--- src/rtl/timer_pkg.sv ---
// Shared constants and FSM state encoding for the countdown timer.
package timer_pkg;

    localparam int DEFAULT_WIDTH      = 16;
    localparam int DEFAULT_PRESCALE_W = 8;

    typedef logic [0:0] state_t;

    localparam state_t IDLE = 1'b0;
    localparam state_t RUN  = 1'b1;

endpackage

--- src/rtl/prescale_tick.sv ---
// Enabled-cycle divider: tick is asserted on every (PRESCALE+1)th enabled cycle.
module prescale_tick
    import timer_pkg::*;
#(
    parameter int PRESCALE_W = DEFAULT_PRESCALE_W
) (
    input  logic                  CLK,
    input  logic                  RST,
    input  logic                  clear,
    input  logic                  enable,
    input  logic [PRESCALE_W-1:0] PRESCALE,
    output logic                  tick
);

    logic [PRESCALE_W-1:0] psc;

    // The tick is decoded from the current phase so the counter it drives
    // steps on the same edge at which the prescaler wraps.
    assign tick = enable && (psc == PRESCALE);

    // NOTE: sequential state uses non-blocking assignments so every flop
    // samples pre-edge values regardless of statement order.
    always_ff @(posedge CLK) begin
        if (RST) begin
            psc <= '0;
        end else if (clear) begin
            psc <= '0;
        end else if (tick) begin
            psc <= '0;
        end else if (enable) begin
            psc <= psc + PRESCALE_W'(1);
        end
    end

endmodule

--- src/rtl/countdown_timer.sv ---
// Programmable down-counting timer with prescaler, start/stop, auto-reload and sticky IRQ.
// Define COUNTDOWN_OVERRUN_EN to add the OVR output (expiry while IRQ already pending).
module countdown_timer
    import timer_pkg::*;
#(
    parameter int WIDTH      = DEFAULT_WIDTH,
    parameter int PRESCALE_W = DEFAULT_PRESCALE_W
) (
    input  logic                  CLK,
    input  logic                  RST,
    input  logic                  EN,
    input  logic                  LOAD,
    input  logic [WIDTH-1:0]      LOAD_VAL,
    input  logic [PRESCALE_W-1:0] PRESCALE,
    input  logic                  AUTO_RELOAD,
    input  logic                  START,
    input  logic                  STOP,
    input  logic                  IRQ_ACK,
    output logic [WIDTH-1:0]      COUNT,
    output logic                  BUSY,
    output logic                  TC,
    output logic                  IRQ
`ifdef COUNTDOWN_OVERRUN_EN
    ,
    output logic                  OVR
`endif
);

    state_t           state;
    logic [WIDTH-1:0] reload;
    logic             start_ok;
    logic             run_en;
    logic             psc_clear;
    logic             tick;
    logic             expire;

    // LOAD and STOP both pre-empt START, and STOP/LOAD also suppress the tick.
    assign start_ok  = START && !STOP && !LOAD && (state == IDLE) && (COUNT != '0);
    assign run_en    = (state == RUN) && EN && !LOAD && !STOP;
    assign psc_clear = LOAD || start_ok;
    assign expire    = tick && (COUNT == WIDTH'(1));
    assign BUSY      = (state == RUN);

    prescale_tick #(
        .PRESCALE_W (PRESCALE_W)
    ) u_prescale (
        .CLK      (CLK),
        .RST      (RST),
        .clear    (psc_clear),
        .enable   (run_en),
        .PRESCALE (PRESCALE),
        .tick     (tick)
    );

    always_ff @(posedge CLK) begin
        if (RST) begin
            state  <= IDLE;
            COUNT  <= '0;
            reload <= '0;
            TC     <= 1'b0;
        end else begin
            TC <= 1'b0;
            if (LOAD) begin
                reload <= LOAD_VAL;
                COUNT  <= LOAD_VAL;
                if (LOAD_VAL == '0) begin
                    state <= IDLE;
                end
            end else if (STOP) begin
                state <= IDLE;
            end else if (start_ok) begin
                state <= RUN;
            end else if (tick) begin
                if (expire) begin
                    TC <= 1'b1;
                    if (AUTO_RELOAD && (reload != '0)) begin
                        COUNT <= reload;
                    end else begin
                        COUNT <= '0;
                        state <= IDLE;
                    end
                end else begin
                    COUNT <= COUNT - WIDTH'(1);
                end
            end
        end
    end

    // Expiry takes precedence over an acknowledge arriving in the same cycle.
    always_ff @(posedge CLK) begin
        if (RST) begin
            IRQ <= 1'b0;
        end else if (expire) begin
            IRQ <= 1'b1;
        end else if (IRQ_ACK) begin
            IRQ <= 1'b0;
        end
    end

`ifdef COUNTDOWN_OVERRUN_EN
    always_ff @(posedge CLK) begin
        if (RST) begin
            OVR <= 1'b0;
        end else if (expire && IRQ) begin
            OVR <= 1'b1;
        end else if (IRQ_ACK) begin
            OVR <= 1'b0;
        end
    end
`endif

endmodule

--- config.mk ---
export PLATFORM = sky130hd
export DESIGN_NAME = countdown_timer
export DESIGN_NICKNAME = d
export VERILOG_FILES = /design/src/rtl/timer_pkg.sv /design/src/rtl/prescale_tick.sv /design/src/rtl/countdown_timer.sv
export SDC_FILE = /design/constraint.sdc
export NUM_CORES = 1
export LEC_CHECK = 0
export CORE_ASPECT_RATIO = 1.75
export CORE_MARGIN = 5
export CORE_UTILIZATION = 35
export CTS_BUF_LIST = sky130_fd_sc_hd__clkbuf_16
export DETAILED_ROUTE_END_ITERATION = 7
export GPL_ROUTABILITY_DRIVEN = 0
export SYNTH_ARGS = -nofsm -noshare
export SYNTH_HDL_FRONTEND = slang
export SYNTH_HIERARCHICAL = 1
export SYNTH_SLANG_ARGS = --single-unit
--- constraint.sdc ---
create_clock -name CLK -period 9.2 [get_ports CLK]
set_clock_uncertainty 0.15 [all_clocks]
set_input_delay 1.84 -clock CLK [delete_from_list [all_inputs] [get_ports CLK]]
set_output_delay 1.84 -clock CLK [all_outputs]
set_load 0.01 [all_outputs]
# After elaboration in Yosys (flattened, before gate mapping)
# Index checks and enable logic that the tools add are counted.
dict set report classes {
  add_sub_neg 2
  n_eq_ne 6
  n_mux 16
  n_bitwise 2
  n_reduce_logical 24
}
# cell count
set op_table {}
lappend op_table {{$mux W16} 6}
lappend op_table {{$reduce_bool A16 Y1} 2}
lappend op_table {{$eq A16 B1 Y1 const B} 1}
lappend op_table {{$logic_not A16 Y1} 1}
lappend op_table {{$sub A16 B1 Y16 const B} 1}
lappend op_table {{$logic_and A1 B1 Y1} 10}
lappend op_table {{$mux W1} 10}
lappend op_table {{$add A8 B1 Y8 const B} 1}
lappend op_table {{$eq A8 B8 Y1} 1}
lappend op_table {{$reduce_bool A4 Y1} 2}
lappend op_table {{$reduce_or A5 Y1} 1}
lappend op_table {{$ne A2 B2 Y1 const B} 2}
lappend op_table {{$ne A4 B4 Y1 const B} 1}
lappend op_table {{$reduce_and A4 Y1} 1}
lappend op_table {{$reduce_bool A2 Y1} 2}
lappend op_table {{$reduce_and A3 Y1} 1}
lappend op_table {{$reduce_or A3 Y1} 1}
lappend op_table {{$logic_not A1 Y1} 2}
lappend op_table {{$ne A2 B1 Y1 const B} 1}
lappend op_table {{$not A1 Y1} 2}
lappend op_table {{$logic_or A1 B1 Y1} 1}
dict set report totals {
  ff_bits 43
}

# Logic depth before layout (Yosys ltp)
dict set report depth {
  word_depth 10
  depth_mapped 13
  ltp_nobuf 9
}

# Hierarchy
# The synthesis kept the hierarchy.
# mod n_inst cells_per_inst area_each_um2 seq_area_each_um2
set modules_own_cells {}
lappend modules_own_cells {countdown_timer 1 236 2001.9 700.7}
lappend modules_own_cells {prescale_tick 1 49 444.2 160.2}

# Worst setup path after synthesis
# Ideal clock, no wire load.
dict set report synth_path {
  kind {in2reg}
  start {in LOAD}
  end {reg COUNT[3]}
  setup_ns 0.117
  arrival_time_ns 4.215
  path_slack_ns 4.717
  cell_stages 12
  path_buffers 4
  cell_sequence {clkbuf_1 clkbuf_1 clkbuf_1 nor3_1 buf_2 nand4_1 nor3_1 nand2_1 or2_1 nor2_2 a211o_1 a32o_1}
}
dict set report synth_via {
  elab_chain_cells 10
  elab_cells_between_ends 17
  classes_between {eq/ne: 2; mux: 5; reduce/logical: 10}
}
# element line_no
set synth_lines {}
lappend synth_lines {{start: declaration} countdown_timer.sv:12} ;# input logic LOAD,
lappend synth_lines {{$logic_not A1 Y1 (*)} countdown_timer.sv:39} ;# assign run_en = (state == RUN) && EN && !LOAD && !STOP;
lappend synth_lines {{$logic_and A1 B1 Y1 (*) (2 in series)} countdown_timer.sv:39}
lappend synth_lines {{net run_en} countdown_timer.sv:32} ;# logic run_en;
lappend synth_lines {{$logic_and A1 B1 Y1 (*)} prescale_tick.sv:19} ;# assign tick = enable && (psc == PRESCALE);
lappend synth_lines {{net tick} countdown_timer.sv:34} ;# logic tick;
lappend synth_lines {{$logic_and A1 B1 Y1} countdown_timer.sv:41} ;# assign expire = tick && (COUNT == WIDTH'(1));
lappend synth_lines {{$mux W16} countdown_timer.sv:74} ;# if (expire) begin
lappend synth_lines {{$mux W16} countdown_timer.sv:73} ;# end else if (tick) begin
lappend synth_lines {{$mux W16} countdown_timer.sv:71} ;# end else if (start_ok) begin
lappend synth_lines {{$mux W16} countdown_timer.sv:69} ;# end else if (STOP) begin
lappend synth_lines {{$mux W16} countdown_timer.sv:63} ;# if (LOAD) begin
lappend synth_lines {{end signal: assignment} countdown_timer.sv:77} ;# COUNT <= reload;
lappend synth_lines {{end signal: assignment} countdown_timer.sv:83} ;# COUNT <= COUNT - WIDTH'(1);
lappend synth_lines {{end: declaration} countdown_timer.sv:19} ;# output logic [WIDTH-1:0] COUNT,
# The timed path passes the listed nets; every way through them passes the cells marked *. The select of a mux whose other input is x is not followed.
# A chain may end at the register's enable or synchronous reset.

# Worst setup path in the final report
dict set report layout_path {
  start {in LOAD}
  end {reg COUNT[15]}
}
# Same word-level chain as after synthesis.

==> summary.md <==
| Metric | Value |
|---|---|
| Worst reg2reg path endpoint | COUNT[15]$_SDFFE_PP0P_ |
| Post-route design area | 3130 sq um |
| Synth Instances | 285 |
| Fmax | 192 MHz |
| Post-route DRC | 0 |
| Final slew viol count | 0 |
| CP endpoint kind | flip-flop |
| Sequential area share after synthesis | 0.352 |
| Average instance area after synthesis | 8.58 sq um |
| Initial Utilization | 0.357 |
| GR peak layer | met2 |
| WP data arrival | 5.20 ns |
| Die width | 73.2 um |
| Final setup viols | 0 |
| Final WL | 7740 um |
| Area after DPL | 2990 sq um |
| Layout net count | 365 |
| CTS Buffer Depth | 2 |
| Synthesized Nets | 320 |
| EDFF count, synth | 0 |
| Pre-antenna DRT Iters | 5 |
| Outcome | finished clean |
| Reg2reg path depth | 9 |
| Slew Limit Headroom | 0.340 |
| Htree depth | 2 |
| Rows | 40 |
| Worst vdd ir | 0.0000672 V |
| TritonCTS clock tree | yes |
| CTS sink count | 43 |
| Ports | 51 |
| Reg2Reg Setup Slack | 5.86 ns |
| Setup TNS | 0 ns |
| Root Buffer | clkbuf_16 |
| Setup Buffers After CTS | 0 |
| Vias/cell | 5.73 |
| Initial antenna violation count | 0 |
| Synth area leader | dfxtp_1 |
| Met2 Use GR | 0.330 |
| Max_cap viols | 0 |
| #FFs+latches synth | 43 |
| Total track usage | 0.180 |
| Clk_lat worst skew | 0.29 ns |
| Source of the worst register-to-register timing path | BUSY$_SDFFE_PP0P_ |
| Fin crit period | 5.22 ns |
| Pwr/cell area | 157 nW/um^2 |
| Hold Buf Count CTS | 0 |
| Diode count | 0 |
| Min Hold Slack | 0.327 ns |
| Vias in the first global route | 2342 |
| Period utilization | 0.567 |
| Die area | 8830 sq um |
| Crit start category | primary input |
| Worst hold path class | reg2reg |
| Worst Setup Path Type | in2reg |
| Critical Path Fanout Max | 36 |
| Most common flop cell mapped by yosys | dfxtp_1 |
| Hold Path Cell Cnt | 2 |
| Syn-to-layout area delta | 27.8% |
| Netlist Area Pre-Place | 2450 sq um |
| Hpwl dp | 5840 um |
| Clock-pin slew on the worst setup and hold paths | 0.06 ns |
| Num CTS Buffers | 5 |
| Chip height | 121 um |
| Vias | 2376 |
| Hold Startpoint | IRQ$_SDFFE_PP0P_ |
| Met3 Use GR | 0.0250 |
| Met1 Use GR | 0.184 |
| Overflow after GRT | 0 |
| Dominant cells by area after synthesis | dfxtp_1, nor2_1, xnor2_1 |
| DRT iter0 DRCs | 231 |
| Fraction of layout cells with a size suffix above 1 | 0.0725 |
| CTS resizes | 0 |
| Yosys warns | 6 |
| Core Box Area | 6860 sq um |
| Largest net degree at the start of global routing | 37 |
| Async S/R FF share, synth | 0 |
| P_leak | 1.09 nW |
| Final Hold Vio Count | 0 |
| Synth top area share | 0.352 |
| Tightest Pin Transition | 0.989 ns |
| Routed WL per cell | 18.7 um |
| IO Port Bufs | 50 |
| RSZ-0062 raised after global routing | no |
| First-pass GRT wire length | 12200 um |
| Final ANT Viol Nets | 0 |
| Hold path endpoint | IRQ$_SDFFE_PP0P_ |
| Synth cell types | 57 |
| CP Data Required Time | 9.19 ns |
## worst max-delay path: stages
cell and delay [ns]:
clkdlybuf4s50_1 0.39, buf_4 0.27, nor3_1 0.76, nand4_1 0.30, nor3_1 0.26, nand2_1 0.19
nor2_2 0.43, nor2_1 0.23, a222oi_1 0.39, a211oi_1 0.14
## layout make-up
type / instances / area, sq um
clock buffers: 5 / 125
clock inverters: 3 / 16.3
fillers: 644 / 3730
inverters: 9 / 33.8
multi-input cells: 219 / 1470
flip-flops and latches: 43 / 861
well taps: 84 / 105
repair buffers: 52 / 515
## cells by family (layout without fill, tap and decap cells)
family	after synthesis	after routing	synth area share
simple gates	115	115	0.253
fa+ha+maj	3	3	0.0153
flops	43	43	0.352
xor+xnor	21	21	0.0752
mux	11	11	0.0450
buf+inv	23	69	0.0471
compound gates	69	69	0.213
## sequential cells by signal (all words and copies together) (netlist names)
signal          flops
reload             16
COUNT              16
u_prescale/psc      8
TC                  1
BUSY                1
IRQ                 1
## per-stage QoR
| step | power, mW | utilization | std cells | worst slack (ns) |
|---|---|---|---|---|
| final | 0.492 | 0.456 | 415 | 3.98 |
| after floorplan | 0.277 | - | 285 | 4.72 |
| after detailed placement | 0.322 | 0.435 | 407 | 3.81 |
| after global placement | 0.322 | 0.435 | 407 | 3.96 |
| after CTS | 0.494 | 0.456 | 415 | 4.07 |
| after global routing | 0.511 | 0.456 | 415 | 3.67 |
## layer usage
metal  up-vias  share of wire
li1       1146              -
met4         0          0.056
met3        27          0.046
met1      1107           0.35
met2        96           0.55
met5         -              0
## synth_stat cells, drive strengths merged, types with 2 or more instances
cell type  instances
nor2              41
o32ai              6
nor4               7
o41ai              2
clkbuf             6
xnor2             14
nand4              6
nand2             25
ha                 3
mux2i             11
o21ai              7
a211oi             7
nor3              13
xor2               7
nand3              5
or3                2
a21oi             22
or4                8
buf                8
inv                9
o211ai             3
a311oi             2
or2                2
dfxtp             43
a222oi             3
o31ai              5
a31oi              2
## cell usage in the layout, fill, tap and decap left out, drive strengths merged, types with 5 or more instances in the layout
cell type	n
o32ai	6
nor3	13
a211oi	7
xor2	7
o31ai	5
nor4	7
o21ai	7
clkbuf	5
xnor2	14
mux2i	11
or4	8
dfxtp	43
nand2	25
nor2	41
nand4	6
inv	10
clkdlybuf4s50	50
a21oi	22
nand3	5
## where the power goes
group          switching [mW]  internal [mW]  total (mW)
Combinational          0.0560         0.0523       0.108
Clock                  0.0741         0.0991       0.173
Sequential             0.0145          0.196       0.211
## worst max path at each step
| stage | startpoint | endpoint | slack [ns] | depth (start not counted) |
|---|---|---|---|---|
| after detailed placement | LOAD | COUNT[15]$_SDFFE_PP0P_ | 3.81 | 10 |
| after floorplan | LOAD | COUNT[3]$_SDFFE_PP0P_ | 4.72 | 12 |
| after CTS | LOAD | COUNT[15]$_SDFFE_PP0P_ | 4.07 | 10 |
| final | LOAD | COUNT[15]$_SDFFE_PP0P_ | 3.98 | 10 |
| after global routing | LOAD | COUNT[15]$_SDFFE_PP0P_ | 3.67 | 10 |
| after global placement | LOAD | COUNT[5]$_SDFFE_PP0P_ | 3.96 | 10 |
No activity file was read; power rests on OpenSTA's default activity.
